File: config.mk
export PLATFORM = sky130hd
export DESIGN_NAME = axis_chk_syn
export DESIGN_NICKNAME = d
export VERILOG_FILES = /design/src/rtl/axis_syn_pkg.sv /design/src/rtl/axis_chk_lfsr.sv /design/src/rtl/axis_chk_syn.sv
export SDC_FILE = /design/constraint.sdc
export NUM_CORES = 1
export LEC_CHECK = 0
export BUFFER_PORTS_ARGS = -buffer_cell sky130_fd_sc_hd__clkbuf_2
export CORE_ASPECT_RATIO = 1.4
export CORE_MARGIN = 2
export CORE_UTILIZATION = 45
export DETAILED_ROUTE_END_ITERATION = 7
export GPL_TIMING_DRIVEN = 1
export HOLD_SLACK_MARGIN = 0.05
export PLACE_DENSITY = 0.72
export SETUP_SLACK_MARGIN = 0.3
export SLEW_MARGIN = 20
export SYNTH_ARGS = -nofsm -noshare
export SYNTH_HDL_FRONTEND = slang
export SYNTH_SLANG_ARGS = --single-unit
File: constraint.sdc
create_clock -name clk -period 2.6 [get_ports clk]
set_input_delay 0.39 -clock clk [delete_from_list [all_inputs] [get_ports clk]]
set_output_delay 0.39 -clock clk [all_outputs]
set_load 0.005 [all_outputs]
File: src/rtl/axis_syn_pkg.sv
// Shared types and constants for the synthetic AXI-Stream checker and its
// optional backpressure LFSR.
package axis_syn_pkg;

  typedef enum logic [1:0] {
    IDLE = 2'd0,
    HUNT = 2'd1,
    LOCK = 2'd2
  } chk_state_t;

  // Bit positions inside err_flags: {fixed, seq, last, keep, dest}
  localparam int ERR_FIXED = 4;
  localparam int ERR_SEQ   = 3;
  localparam int ERR_LAST  = 2;
  localparam int ERR_KEEP  = 1;
  localparam int ERR_DEST  = 0;
  localparam int ERR_W     = 5;

  localparam logic [15:0] LFSR_SEED = 16'hACE1;
  // Taps 16,14,13,11 as a mask over bits [15:0]
  localparam logic [15:0] LFSR_TAPS = 16'hB400;

endpackage

File: src/rtl/axis_chk_lfsr.sv
// 16-bit Fibonacci LFSR used to generate pseudo-random tready backpressure.
module axis_chk_lfsr (
  input  logic        clk,
  input  logic        rst,
  input  logic        en,
  output logic [15:0] q
);
  import axis_syn_pkg::*;

  logic [15:0] lfsr_reg;
  logic        feedback;

  assign feedback = ^(lfsr_reg & LFSR_TAPS);

  always_ff @(posedge clk) begin
    if (rst) begin
      lfsr_reg <= LFSR_SEED;
    end else if (en) begin
      lfsr_reg <= {lfsr_reg[14:0], feedback};
    end
  end

  assign q = lfsr_reg;

endmodule

File: src/rtl/axis_chk_syn.sv
// AXI-Stream sink that locks onto the synthetic stream and counts format errors.
// Optional macro AXIS_CHK_BP_EN adds LFSR-driven pseudo-random backpressure.
module axis_chk_syn #(
  parameter int                           TDATA_NUM_BYTES = 8,
  parameter logic [8*TDATA_NUM_BYTES-9:0] FIXED           = 56'hAFE6_0000_6600,
  parameter int                           PKT_BEATS       = 16,
  parameter logic [3:0]                   TDEST           = 4'd0,
  parameter int                           LOSS_THR        = 4
) (
  input  logic                           clk,
  input  logic                           rst,
  input  logic                           en,
  input  logic                           clr,
  input  logic [8*TDATA_NUM_BYTES-1:0]   S_AXIS_tdata,
  input  logic [3:0]                     S_AXIS_tdest,
  input  logic [TDATA_NUM_BYTES-1:0]     S_AXIS_tkeep,
  input  logic                           S_AXIS_tlast,
  input  logic                           S_AXIS_tvalid,
  output logic                           S_AXIS_tready,
  output logic                           locked,
  output logic [31:0]                    beat_cnt,
  output logic [31:0]                    pkt_cnt,
  output logic [15:0]                    err_cnt,
  output logic                           err_sticky,
  output logic [8*TDATA_NUM_BYTES-1:0]   err_data,
  output logic [4:0]                     err_flags
);
  import axis_syn_pkg::*;

  localparam int DW = 8 * TDATA_NUM_BYTES;
  localparam int IW = (PKT_BEATS > 1) ? $clog2(PKT_BEATS) : 1;
  localparam int CW = $clog2(LOSS_THR + 1);

  chk_state_t         state_reg;
  logic               en_q_reg;
  logic [7:0]         exp_seq_reg;
  logic [IW-1:0]      idx_reg;
  logic [CW-1:0]      bad_run_reg;
  logic [31:0]        beat_cnt_reg;
  logic [31:0]        pkt_cnt_reg;
  logic [15:0]        err_cnt_reg;
  logic               err_sticky_reg;
  logic [DW-1:0]      err_data_reg;
  logic [ERR_W-1:0]   err_flags_reg;

  logic                      hs;
  logic [TDATA_NUM_BYTES-2:0] fixed_byte_ok;
  logic                      fixed_ok;
  logic                      keep_ok;
  logic                      dest_ok;
  logic                      seq_ok;
  logic                      idx_last;
  logic                      last_ok;
  logic [ERR_W-1:0]          beat_flags;
  logic                      bad;
  logic [7:0]                seq_next;
  logic [IW-1:0]             idx_next;
  logic [IW-1:0]             seed_idx;
  logic [CW-1:0]             bad_run_next;
  logic                      lost;

`ifdef AXIS_CHK_BP_EN
  logic [15:0] lfsr_q;

  axis_chk_lfsr u_lfsr (
    .clk (clk),
    .rst (rst),
    .en  (en),
    .q   (lfsr_q)
  );

  assign S_AXIS_tready = en_q_reg & lfsr_q[0];
`else
  assign S_AXIS_tready = en_q_reg;
`endif

  assign hs = S_AXIS_tvalid & S_AXIS_tready;

  // Per-byte compare of the fixed upper field
  for (genvar gi = 0; gi < TDATA_NUM_BYTES - 1; gi++) begin : g_fixed
    assign fixed_byte_ok[gi] = (S_AXIS_tdata[8*gi+8 +: 8] == FIXED[8*gi +: 8]);
  end

  assign fixed_ok = &fixed_byte_ok;
  assign keep_ok  = &S_AXIS_tkeep;
  assign dest_ok  = (S_AXIS_tdest == TDEST);
  assign seq_ok   = (S_AXIS_tdata[7:0] == exp_seq_reg);
  assign idx_last = (idx_reg == IW'(PKT_BEATS - 1));
  assign last_ok  = (S_AXIS_tlast == idx_last);

  always_comb begin
    beat_flags            = '0;
    beat_flags[ERR_FIXED] = ~fixed_ok;
    beat_flags[ERR_SEQ]   = ~seq_ok;
    beat_flags[ERR_LAST]  = ~last_ok;
    beat_flags[ERR_KEEP]  = ~keep_ok;
    beat_flags[ERR_DEST]  = ~dest_ok;
  end

  assign bad          = |beat_flags;
  // Resync to the received value so a single drop costs a single error
  assign seq_next     = S_AXIS_tdata[7:0] + 8'd1;
  assign idx_next     = (S_AXIS_tlast || idx_last) ? '0 : idx_reg + IW'(1);
  assign seed_idx     = (S_AXIS_tlast || PKT_BEATS == 1) ? '0 : IW'(1);
  assign bad_run_next = bad_run_reg + CW'(1);
  assign lost         = bad && (bad_run_next >= CW'(LOSS_THR));

  always_ff @(posedge clk) begin
    if (rst) begin
      state_reg      <= IDLE;
      en_q_reg       <= 1'b0;
      exp_seq_reg    <= '0;
      idx_reg        <= '0;
      bad_run_reg    <= '0;
      beat_cnt_reg   <= '0;
      pkt_cnt_reg    <= '0;
      err_cnt_reg    <= '0;
      err_sticky_reg <= 1'b0;
      err_data_reg   <= '0;
      err_flags_reg  <= '0;
    end else begin
      en_q_reg <= en;
      if (clr) begin
        // A beat arriving with clr is swallowed unchecked
        beat_cnt_reg   <= '0;
        pkt_cnt_reg    <= '0;
        err_cnt_reg    <= '0;
        err_sticky_reg <= 1'b0;
        err_data_reg   <= '0;
        err_flags_reg  <= '0;
        bad_run_reg    <= '0;
        state_reg      <= en ? HUNT : IDLE;
      end else if (!en) begin
        state_reg <= IDLE;
      end else begin
        case (state_reg)
          IDLE: begin
            bad_run_reg <= '0;
            state_reg   <= HUNT;
          end
          HUNT: begin
            if (hs && fixed_ok && keep_ok && dest_ok) begin
              exp_seq_reg <= seq_next;
              idx_reg     <= seed_idx;
              bad_run_reg <= '0;
              state_reg   <= LOCK;
            end
          end
          LOCK: begin
            if (hs) begin
              exp_seq_reg  <= seq_next;
              idx_reg      <= idx_next;
              beat_cnt_reg <= beat_cnt_reg + 32'd1;
              if (S_AXIS_tlast) begin
                pkt_cnt_reg <= pkt_cnt_reg + 32'd1;
              end
              if (bad) begin
                if (err_cnt_reg != 16'hFFFF) begin
                  err_cnt_reg <= err_cnt_reg + 16'd1;
                end
                if (!err_sticky_reg) begin
                  err_sticky_reg <= 1'b1;
                  err_data_reg   <= S_AXIS_tdata;
                  err_flags_reg  <= beat_flags;
                end
                if (lost) begin
                  bad_run_reg <= '0;
                  state_reg   <= HUNT;
                end else begin
                  bad_run_reg <= bad_run_next;
                end
              end else begin
                bad_run_reg <= '0;
              end
            end
          end
          default: state_reg <= IDLE;
        endcase
      end
    end
  end

  assign locked     = (state_reg == LOCK);
  assign beat_cnt   = beat_cnt_reg;
  assign pkt_cnt    = pkt_cnt_reg;
  assign err_cnt    = err_cnt_reg;
  assign err_sticky = err_sticky_reg;
  assign err_data   = err_data_reg;
  assign err_flags  = err_flags_reg;

endmodule

Yosys cells after proc, flatten, opt, wreduce, memory -nomap -nowiden
Cells that the tools add are included.
{ "totals": {"register_bits": 168, "input_bits": 82, "output_inout_bits": 152, "elab_cells": 87} }
{ "classes": {"n_addsub": 6, "magnitude_cmp": 1, "muxes": 21, "eq_ne": 15, "n_reduce_logical": 25, "bitwise": 8} }
{ "op_table": {"columns": ["op", "n"], "rows": [
  ["adder 32 x 1 -> 32 bit (second input constant)", 2],
  ["logical NOT 8 bit", 4],
  ["adder 16 x 1 -> 16 bit (second input constant)", 1],
  ["== test 8 bit (second input constant)", 2],
  ["two-way mux 8 bit", 2],
  ["inequality test 16 bit (second input constant)", 1],
  ["case mux 8 bit (2 select lines)", 1],
  ["AND reduction 4 bit", 4],
  ["AND reduction 5 bit", 3],
  ["two-way mux 2 bit", 6],
  ["two-way mux 3 bit", 4],
  ["two-way mux 4 bit", 3],
  ["inequality test 4 x 3 -> 1 bit (second input constant)", 3],
  ["case mux 3 bit (3 select lines)", 1],
  ["adder 8 x 1 -> 8 bit (second input constant)", 1],
  ["== test 8 x 7 -> 1 bit (second input constant)", 1],
  ["== test 8 bit", 1],
  ["case mux 4 bit (2 select lines)", 1],
  ["AND reduction 8 bit", 1],
  ["NOT 1 bit", 7],
  ["AND reduction 7 bit", 1],
  ["case mux 2 bit (3 select lines)", 1],
  ["OR reduction 5 bit", 1],
  ["adder 4 x 1 -> 4 bit (second input constant)", 1],
  ["other kinds (19)", 23]
]} }

Depth between registers and ports, before layout
Gate-level depths: netlist of run 1.
{ "logic_depth": {"word_depth": 11, "depth_mapped": 10, "depth_no_buf": 8} }

Worst setup path after synthesis of run 1
Ideal clock, no wire load.
{ "synth_path": {"path_type": "input port to flip-flop", "from": "input S_AXIS_tdest[1]", "to": "register state_reg[0]", "slack_ns": 0.461, "required_ns": 2.484, "t_arrival_ns": 2.024, "setup_time_ns": 0.116, "path_stages": 8, "path_buffers": 2, "path_cell_list": "or4_4 > nor3_2 > and4_4 > and2_4 > buf_12 > buf_12 > nor4_1 > a31o_1"} }
{ "synth_between": {"elab_chain_cells": 6, "word_cells_on_any_way": 9, "cone_classes": "3 x eq/ne; 1 x bitwise; 5 x reduce/logical"} }
{ "synth_lines": {"columns": ["element", "line", "rtl"], "rows": [
  ["start, declared", "axis_chk_syn.sv:15", "input logic [3:0] S_AXIS_tdest,"],
  ["logical NOT 4 bit *", "axis_chk_syn.sv:86", "assign dest_ok = (S_AXIS_tdest == TDEST);"],
  ["NOT 1 bit", "axis_chk_syn.sv:97", "beat_flags[ERR_DEST] = ~dest_ok;"],
  ["OR reduction 5 bit", "axis_chk_syn.sv:100", "assign bad = |beat_flags;"],
  ["logical AND 1 bit", "axis_chk_syn.sv:106", "assign lost = bad && (bad_run_next >= CW'(LOSS_THR));"],
  ["inequality test 4 x 3 -> 1 bit (no source line)", null, null],
  ["AND reduction 4 bit (no source line) *", null, null],
  ["end signal, assigned", "axis_chk_syn.sv:132", "state_reg <= en ? HUNT : IDLE;"],
  ["end, declared", "axis_chk_syn.sv:34", "chk_state_t state_reg;"]
]} }
Mark *: on every way between the ends. The rest lies on a longest branch, timed or not.
A chain may end at the register's enable or synchronous reset.

Worst setup path after layout of run 1
{ "layout_path": {"from": "register idx_reg[1]", "to": "register bad_run_reg[1]"} }
{ "layout_between": {"elab_chain_cells": 9} }
{ "layout_lines": {"columns": ["element", "line", "rtl"], "rows": [
  ["start, declared", "axis_chk_syn.sv:37", "logic [IW-1:0] idx_reg;"],
  ["start signal, assigned", "axis_chk_syn.sv:144", "idx_reg <= seed_idx;"],
  ["start signal, assigned", "axis_chk_syn.sv:152", "idx_reg <= idx_next;"],
  ["== test 4 bit *", "axis_chk_syn.sv:88", "assign idx_last = (idx_reg == IW'(PKT_BEATS - 1));"],
  ["== test 1 bit *", "axis_chk_syn.sv:89", "assign last_ok = (S_AXIS_tlast == idx_last);"],
  ["NOT 1 bit *", "axis_chk_syn.sv:95", "beat_flags[ERR_LAST] = ~last_ok;"],
  ["net beat_flags[2]", "axis_chk_syn.sv:54", "logic [ERR_W-1:0] beat_flags;"],
  ["OR reduction 5 bit *", "axis_chk_syn.sv:100", null],
  ["logical AND 1 bit", "axis_chk_syn.sv:106", null],
  ["two-way mux 3 bit", "axis_chk_syn.sv:166", "if (lost) begin"],
  ["two-way mux 3 bit *", "axis_chk_syn.sv:157", "if (bad) begin"],
  ["two-way mux 3 bit *", "axis_chk_syn.sv:150", "if (hs) begin"],
  ["case mux 3 bit (3 select lines) *", "axis_chk_syn.sv:136", "case (state_reg)"],
  ["end signal, assigned", "axis_chk_syn.sv:170", "bad_run_reg <= bad_run_next;"],
  ["end, declared", "axis_chk_syn.sv:38", "logic [CW-1:0] bad_run_reg;"]
]} }
The timed path passes the listed nets; every way through them passes the cells marked *. The select of a mux whose other input is x is not followed.

==> results.yml, run 1 <==
place:
  io_buffer_count: 233
  place_congestion: 0.841
  dpl.hpwl_um: 14100
  dp_slack_ps: -36.4
  placed_cells: 1274
  dpl-instance-area_mm2: 0.00875
clocking:
  cts_buffer_depth: 2
  cts_hold_repair.buffers: 0
  cts_tree: "built"
  worstSkewPairLatency_ps: 420
  numCtsBuffers: 17
  clk_pin_slew_ps: 70
  cts_max_level: 4
  cts.sinks: 168
  clockRootBuffer: "clkbuf_16"
sta:
  holdWs_ps: 196
  fin_crit_ps: 2190
  fin_skew_ps: 8.69
  fmax_mhz: 456
  final_hold_viol_count: 0
  drv_slew: 0
  finalWorstSetupSlack_ps: 405
  setup_viol: 0
  worst_slew_pin_slew_ps: 655
  slew_headroom_pct: 56.3
  grt_setup_unrepaired: "no"
  setup_tns_ps: 0
  period_share_pct: 84.4
critical_path:
  worstSetupEndpointType: "flip-flop"
  slowest_stage: "or4_1"
  path_cells: "ha_1 -> nand3_1 -> ha_1 -> inv_1 -> and4_4 -> and2_4 -> or4_1 -> o31ai_2"
  slowest_delay_ps: 530
  cp_max_fo: 17
  worstSetupStartpointType: "flip-flop"
  critPathRequiredTime_ps: 2930
  worst-setup-path-type: "flip-flop to flip-flop"
  cp_common_cell: "ha_1"
  crit_arrival_ps: 2520
route:
  ant_nets: 0
  drt-initial-drc-count: 331
  wl_um: 19200
  drc: 0
  vias: 6956
  firstDrtPassIters: 4
  wire_per_inst_um: 14.7
  vias_per_cell: 5.31
pwr:
  ir_drop_v: 0.000454
  power.switching_mw: 1.22
  total_power_mw: 5.43
  p_per_area_mw_per_mm2: 577
  power.internal_mw: 4.21
  clkPwrFrac_pct: 48.9
  p_leak_nw: 3.81
  comb_power_share_pct: 3.7
  seqPwrFrac_pct: 47.4
  switching_share_pct: 22.4
finish:
  drive_gt1_share_pct: 27.7
  utilization_pct: 58.5
  nFillCells: 1492
  design_area_mm2: 0.00941
  largest_register_ff_count: 64
  diodes: 0
  layout_commonest_cell: "clkbuf_2"
  areaGrowthSynthToFinish_pct: 27.4
  fin_nets: 1187
  finalNonFillerCells: 1310
  mostFrequentLayoutCells: "233 x clkbuf_2, 167 x dfxtp_1, 107 x nand2_1, 106 x nand3_1, 80 x nor2_1"
die:
  rows: 55
  die-area_mm2: 0.0175
  core_mm2: 0.0161
  io_pins: 234
  die_w_um: 112
  die_y_um: 156
  initial_core_util_pct: 45.9
synthesis:
  synthCells: 873
  yosysSeqAreaShare_pct: 45.5
  syn_area_mm2: 0.00739
  syn_area_per_cell_um2: 8.46
  yosysWarningCount: 0
  synth_edf_count: 0
  synth-seq-cells: 168
  synth_nets: 962
  yosysUniqueCellTypes: 54
  synthFlopType: "dfxtp_1"
  synth-async-reset-ratio_pct: 0
global_routing:
  grt_use_total_pct: 21.7
  antenna_found_initial: 0
  grt_start_max_net_pins: 77
  grt_pass1_wl_um: 31200
  grt_pass1_vias: 6447
  grt_remaining_overflow: 0
outcome:
  status: "finished clean"
worst_hold_path:
  hp-class: "input port to flip-flop"
flow_run:
  drv_cap: 0
## layout make-up
| cell class | count | area (um^2) | area share (%) |
|---|---|---|---|
| repair buffers | 257 | 1420 | 15.1 |
| well taps | 199 | 249 | 2.65 |
| flip-flops and latches | 168 | 3360 | 35.7 |
| multi-input cells | 643 | 3710 | 39.4 |
| clock buffers | 18 | 439 | 4.67 |
| inverters | 11 | 41.3 | 0.439 |
| clock inverters | 14 | 185 | 1.97 |
## repair_timing
| item | 4_1_cts | 5_1_grt |
|---|---|---|
| pin swaps | 0 | 1 |
| setup endpoints to repair | 1 | 20 |
| gates cloned | 1 | 0 |
| gates resized for setup | 0 | 2 |
| setup buffers | 0 | 3 |
## power groups by stage
stage | clock network [mW] | logic (mW) | registers [mW]
after CTS | 2.72 | 0.202 | 2.58
after floorplan | 0 | 0.0852 | 2.63
after global routing | 2.81 | 0.220 | 2.57
final | 2.66 | 0.200 | 2.58
after detailed placement | 0 | 0.201 | 2.63
after global placement | 0 | 0.201 | 2.63
## synth_stat cells, drive strengths merged, types with 12 or more instances
library cell | instances | area, um^2
a21oi | 23 | 119
nand3 | 106 | 531
clkbuf | 32 | 120
or4 | 13 | 101
o21ai | 77 | 385
xor2 | 62 | 543
dfxtp | 168 | 3360
and3 | 13 | 81.3
o31ai | 14 | 105
and4 | 12 | 108
nand4 | 32 | 200
nor2 | 82 | 310
nor4 | 12 | 103
buf | 20 | 180
nand2 | 107 | 402
## path summary, 6_finish.rpt
path                                  startpoint        endpoint  slack [ps]  cells after the start
worst max-delay path                  idx_reg[1]  bad_run_reg[1]         410                      8
worst min-delay path            S_AXIS_tdata[22]    err_data[22]         200                      3
worst min register to register      err_data[37]    err_data[37]         450                      2
worst max register to register        idx_reg[1]  bad_run_reg[1]         410                      8
## cell families after synthesis
kind of cell	synth area share, %
compound gates	10.6
xor+xnor	8.65
fa+ha+maj	1.19
buf+inv	4.62
flops	45.5
mux	0.271
simple gates	29.1
## worst max-delay path: cells and delay by family (launching register included)
family	cells	cell delay [ps]
AO/OA/AOI/OAI	1	200
adder cells (fa/ha/maj)	2	480
buffers and inverters	1	60
flip-flops	1	360
AND/OR/NAND/NOR	4	1000
## metal layers
layer | global-route usage, % | wire length, um
met1 | 25.8 | 8060
met2 | 37.6 | 9590
met3 | 6.49 | 1310
met4 | 6.56 | 253
met5 | 0 | 0
(Power assumes the default switching activity.)
==> run 2: changes to the inputs <==
Settings changed: PLACE_DENSITY 0.72 to 0.75.
Clock period 2.6 ns to 2 ns, I/O delays scaled along.
==> run 2 against run 1 <==
Against the previous run:
- largest cell class unchanged
- sequential cell count unchanged
- the flow now finishes with violations (negative setup slack)
- count of clock-buffer cells in the layout up 2
- fmax up 2.5%
- wire length up 25%
- final cell count up 12%
- critical path depth up 1
- total power up 30%
==> results.yml, run 2 (synthesis results as in run 1) <==
place:
  place_congestion: 0.847
  dp_slack_ps: -277
  io_buffer_count: 233
  dpl-instance-area_mm2: 0.00951
  placed_cells: 1361
  dpl.hpwl_um: 14600
critical_path:
  critPathRequiredTime_ps: 2330
  r2r_start: "idx_reg[1]"
  path_cells: "ha_4 -> nand3_4 -> ha_4 -> inv_2 -> and4_4 -> and2_4 -> buf_6 -> or4_4 -> o31ai_4"
  worst-setup-path-type: "flip-flop to flip-flop"
  crit_arrival_ps: 2480
  cp_common_cell: "ha_4"
  cp_max_fo: 3
  critical-path-top-delay-family: "simple AND/OR/NAND/NOR gates"
  worstSetupEndpointType: "flip-flop"
  critPathBufInv: 2
  worstSetupStartpointType: "flip-flop"
  rr_worst_depth: 9
  slowest_stage: "or4_4"
  slowest_delay_ps: 570
  r2r-end: "bad_run_reg[1]"
  reg2reg_slack_ps: -140
sta:
  fin_skew_ps: 8.77
  fin_crit_ps: 2140
  fmax_mhz: 467
  grt_setup_unrepaired: "yes"
  final_hold_viol_count: 0
  setup_viol: 51
  worst_slew_pin_slew_ps: 911
  drv_slew: 0
  setup_tns_ps: -2060
  period_share_pct: 107
  slew_headroom_pct: 39.2
  finalWorstSetupSlack_ps: -142
route:
  ant_nets: 0
  vias_per_cell: 5.46
  wire_per_inst_um: 16.5
  wl_um: 24100
  vias: 7984
  drc: 0
  drt-initial-drc-count: 541
  firstDrtPassIters: 4
finish:
  largest_register_ff_count: 64
  diodes: 0
  drive_gt1_share_pct: 46.4
  areaGrowthSynthToFinish_pct: 58.5
  utilization_pct: 72.7
  layout_commonest_cell: "clkbuf_2"
  design_area_mm2: 0.0117
  fin_nets: 1340
  finalNonFillerCells: 1463
  nFillCells: 1187
  mostFrequentLayoutCells: "232 x clkbuf_2, 142 x dfxtp_1, 125 x buf_4, 98 x nand2_1, 87 x nand3_1"
clocking:
  clockRootBuffer: "clkbuf_16"
  numCtsBuffers: 17
  worstSkewPairLatency_ps: 420
  cts_max_level: 4
  clk_pin_slew_ps: 70
  cts_tree: "built"
  cts_buffer_depth: 2
  cts.sinks: 168
pwr:
  power.internal_mw: 5.43
  switching_share_pct: 23.1
  comb_power_share_pct: 5.1
  ir_drop_v: 0.000671
  power.switching_mw: 1.63
  p_leak_nw: 4.92
  p_per_area_mw_per_mm2: 603
  clkPwrFrac_pct: 47.6
  seqPwrFrac_pct: 47.3
die:
  initial_core_util_pct: 45.9
  die_w_um: 112
  die-area_mm2: 0.0175
  core_mm2: 0.0161
  io_pins: 234
  die_y_um: 156
  rows: 55
worst_hold_path:
  hp-class: "input port to flip-flop"
  whs_path_depth: 3
  min_to: "err_data[42]"
  worstHoldStart: "S_AXIS_tdata[42]"
outcome:
  violations: "negative setup slack"
  status: "finished with violations"
global_routing:
  grt_pass1_wl_um: 36700
  grt_start_max_net_pins: 133
  grt_pass1_vias: 7576
  antenna_found_initial: 0
  grt_remaining_overflow: 0
  grt_use_total_pct: 25.6
flow_run:
  drv_cap: 0
-- run 2: cell count changes in the layout (fill, tap and decap cells not counted), moves of 19 or more --
cell / before / now
buf_6: 0 / 22
nand3_1: 106 / 87
o21ai_0: 70 / 27
o21ai_1: 7 / 44
dfxtp_2: 1 / 23
buf_4: 18 / 125
dfxtp_1: 167 / 142
-- run 2: what timing repair did --
item | 4_1_cts | 5_1_grt
endpoints found under the setup margin | 141 | 146
gates resized for setup | 96 | 124
hold buffers | 0 | 0
pin swaps | 29 | 51
gates cloned | 13 | 8
buffers inserted | 32 | 17
-- run 2: through the flow --
step	hold slack, ps	power [mW]
6_report	112	7.06
5_1_grt	110	7.26
4_1_cts	102	7.09
3_5_place_dp	444	3.75
3_3_place_gp	436	3.74
2_1_floorplan	396	3.54
-- run 2: layer usage --
layer,up-vias,share of wire [%],GRT usage [%]
li1,3862,-,-
met1,3765,39,29.5
met2,319,52,45.8
met3,38,6.7,6.33
met4,0,2.2,9.23
met5,-,0,0
-- run 2: area by class of cell --
type                            count  area (um^2)  share of cell area [%]
Clock buffer                       20          457                    3.90
Clock inverter                     12          141                    1.21
Inverter                           11         46.3                   0.395
Multi-Input combinational cell    642         4350                    37.1
Sequential cell                   168         3400                    29.1
Tap cell                          199          249                    2.13
Timing Repair Buffer              411         3070                    26.2
-- run 2: worst max path at each step --
stage / start / to / slack [ps] / cells past startpoint
final: idx_reg[1] / bad_run_reg[1] / -140 / 9
after global routing: idx_reg[0] / bad_run_reg[1] / -220 / 9
after CTS: idx_reg[0] / bad_run_reg[0] / -140 / 9
after detailed placement: S_AXIS_tdata[10] / idx_reg[3] / -280 / 10
after global placement: S_AXIS_tdata[52] / idx_reg[3] / -290 / 10
after floorplan: S_AXIS_tdest[1] / exp_seq_reg[1] / 20 / 7
-- run 2: worst min-delay path: stages --
cell      delay [ps]
clkbuf_2          80
nand3_1           50
o21ai_1           50
-- run 2: power by group through the flow --
| stage | Sequential (mW) | Clock, mW | Combinational [mW] |
|---|---|---|---|
| after global routing | 3.34 | 3.53 | 0.385 |
| after floorplan | 3.42 | 0 | 0.113 |
| after CTS | 3.35 | 3.41 | 0.334 |
| after detailed placement | 3.42 | 0 | 0.323 |
| after global placement | 3.42 | 0 | 0.320 |
| final | 3.34 | 3.36 | 0.357 |
==> run 3: changes to the inputs <==
Settings changed: SETUP_SLACK_MARGIN 0.3 to 0.02.
==> run 3 against run 2 <==
Against the previous run:
- the flow still finishes with violations (negative setup slack)
- wire length is 7.2% lower
- final cell count is 3.6% lower
- combinational power hardly changed
- total power is 1.5% higher
- sequential share of layout area is 1.8 points higher
- die area stayed put
- non-clock buffer count is 53 lower
- critical path depth stayed put
- setup slack better by 71 ps
- cell area is 6.6% lower
- largest power group unchanged
- highest routed layer unchanged
==> results.yml, run 3 (synthesis results as in run 1) <==
outcome:
  status: "finished with violations"
  violations: "negative setup slack"
die:
  die-area_mm2: 0.0175
  initial_core_util_pct: 45.9
  die_w_um: 112
  die_y_um: 156
  io_pins: 234
  rows: 55
  core_mm2: 0.0161
critical_path:
  worstSetupEndpointType: "flip-flop"
  reg2reg_slack_ps: -70
  r2r-end: "err_cnt[3]"
  worstSetupStartpointType: "flip-flop"
  r2r_start: "idx_reg[1]"
  rr_worst_depth: 9
  cp_max_fo: 8
  startpoint: "idx_reg[1]"
  crit_arrival_ps: 2420
  worst-setup-path-type: "flip-flop to flip-flop"
  critPathRequiredTime_ps: 2350
  crit_end: "err_cnt[3]"
clocking:
  cts.sinks: 168
  clk_pin_slew_ps: 70
  cts_tree: "built"
  cts_hold_repair.buffers: 0
  cts_max_level: 4
  cts_buffer_depth: 2
  clockRootBuffer: "clkbuf_16"
  worstSkewPairLatency_ps: 420
  numCtsBuffers: 17
route:
  wl_um: 22300
  drc: 0
  wire_per_inst_um: 15.8
  vias: 7659
  firstDrtPassIters: 4
  ant_nets: 0
  vias_per_cell: 5.43
  drt-initial-drc-count: 369
sta:
  holdWs_ps: 114
  period_share_pct: 104
  fin_skew_ps: 13.9
  slew_headroom_pct: 66.3
  fmax_mhz: 483
  setup_viol: 13
  final_hold_viol_count: 0
  setup_tns_ps: -293
  fin_crit_ps: 2070
  drv_slew: 0
  grt_setup_unrepaired: "yes"
  finalWorstSetupSlack_ps: -70.9
  worst_slew_pin_slew_ps: 503
finish:
  nFillCells: 1299
  mostFrequentLayoutCells: "233 x clkbuf_2, 162 x dfxtp_1, 107 x nand2_1, 94 x buf_4, 80 x nor2_1"
  design_area_mm2: 0.0109
  diodes: 0
  drive_gt1_share_pct: 41.4
  fin_nets: 1287
  areaGrowthSynthToFinish_pct: 48.0
  largest_register_ff_count: 64
  multi_input_area_mm2: 0.00416
  layout_commonest_cell: "clkbuf_2"
  finalNonFillerCells: 1410
  regArea_mm2: 0.00337
global_routing:
  grt_use_total_pct: 23.5
  antenna_found_initial: 0
  grt_remaining_overflow: 0
  grt_pass1_vias: 7088
  grt_start_max_net_pins: 65
  grt_pass1_wl_um: 33900
place:
  place_congestion: 0.831
  dpl-instance-area_mm2: 0.00934
  placed_cells: 1349
  dp_slack_ps: -310
  io_buffer_count: 233
  dpl.hpwl_um: 14900
pwr:
  p_leak_nw: 4.48
  ir_drop_v: 0.000688
  p_per_area_mw_per_mm2: 655
worst_hold_path:
  hp-class: "input port to flip-flop"
  whs_path_depth: 3
flow_run:
  drv_cap: 0
-- run 3: worst min path at each step --
| stage | to | start | slack, ps |
|---|---|---|---|
| floorplan | exp_seq_reg[0] | S_AXIS_tdata[0] | 400 |
| global placement | err_data[36] | err_data[36] | 440 |
| detailed placement | err_data[36] | err_data[36] | 450 |
| CTS | err_data[49] | S_AXIS_tdata[49] | 90 |
| global route | err_data[23] | S_AXIS_tdata[23] | 120 |
| finish | err_data[38] | S_AXIS_tdata[38] | 110 |
-- run 3: power breakdown --
group	switching, mW	internal (mW)	total [mW]
sequential	0.00255	3.35	3.35
combinational	0.203	0.151	0.354
clock	1.46	2.00	3.47
total	1.67	5.50	7.17
-- run 3: what timing repair did --
action / CTS / global route
pin swaps: 18 / 58
resized for setup: 33 / 141
endpoints found under the setup margin: 38 / 114
cloned: 5 / 10
buffers inserted: 10 / 6
-- run 3: through the flow --
| step | util [%] | power (mW) |
|---|---|---|
| 2_1_floorplan | - | 3.54 |
| 3_3_place_gp | 58.0 | 3.74 |
| 3_5_place_dp | 58.0 | 3.74 |
| 4_1_cts | 63.7 | 7.19 |
| 5_1_grt | 67.9 | 7.38 |
| 6_report | 67.9 | 7.17 |
-- run 3: per-layer routing --
metal / vias to the layer above / track usage (%) / share of wire, %
met5: - / 0 / 0
met4: 0 / 8.71 / 2.4
met3: 40 / 5.79 / 6.5
met2: 265 / 41.4 / 51
met1: 3610 / 27.7 / 40
li1: 3744 / - / -
-- run 3: final cells by class --
class                           count  area share [%]
Clock buffer                       18            3.92
Inverter                           11           0.378
Multi-Input combinational cell    642            38.0
Clock inverter                     14            1.74
Sequential cell                   168            30.8
Tap cell                          199            2.28
Timing Repair Buffer              358            22.8
-- run 3: worst max-delay path: stages (launching register included) --
cell and delay [ps]:
dfxtp_2 350, ha_4 150, nand3_4 70, ha_4 280, inv_2 30, and4_4 190
and2_4 180, buf_12 140, or4_4 490, a21oi_1 120
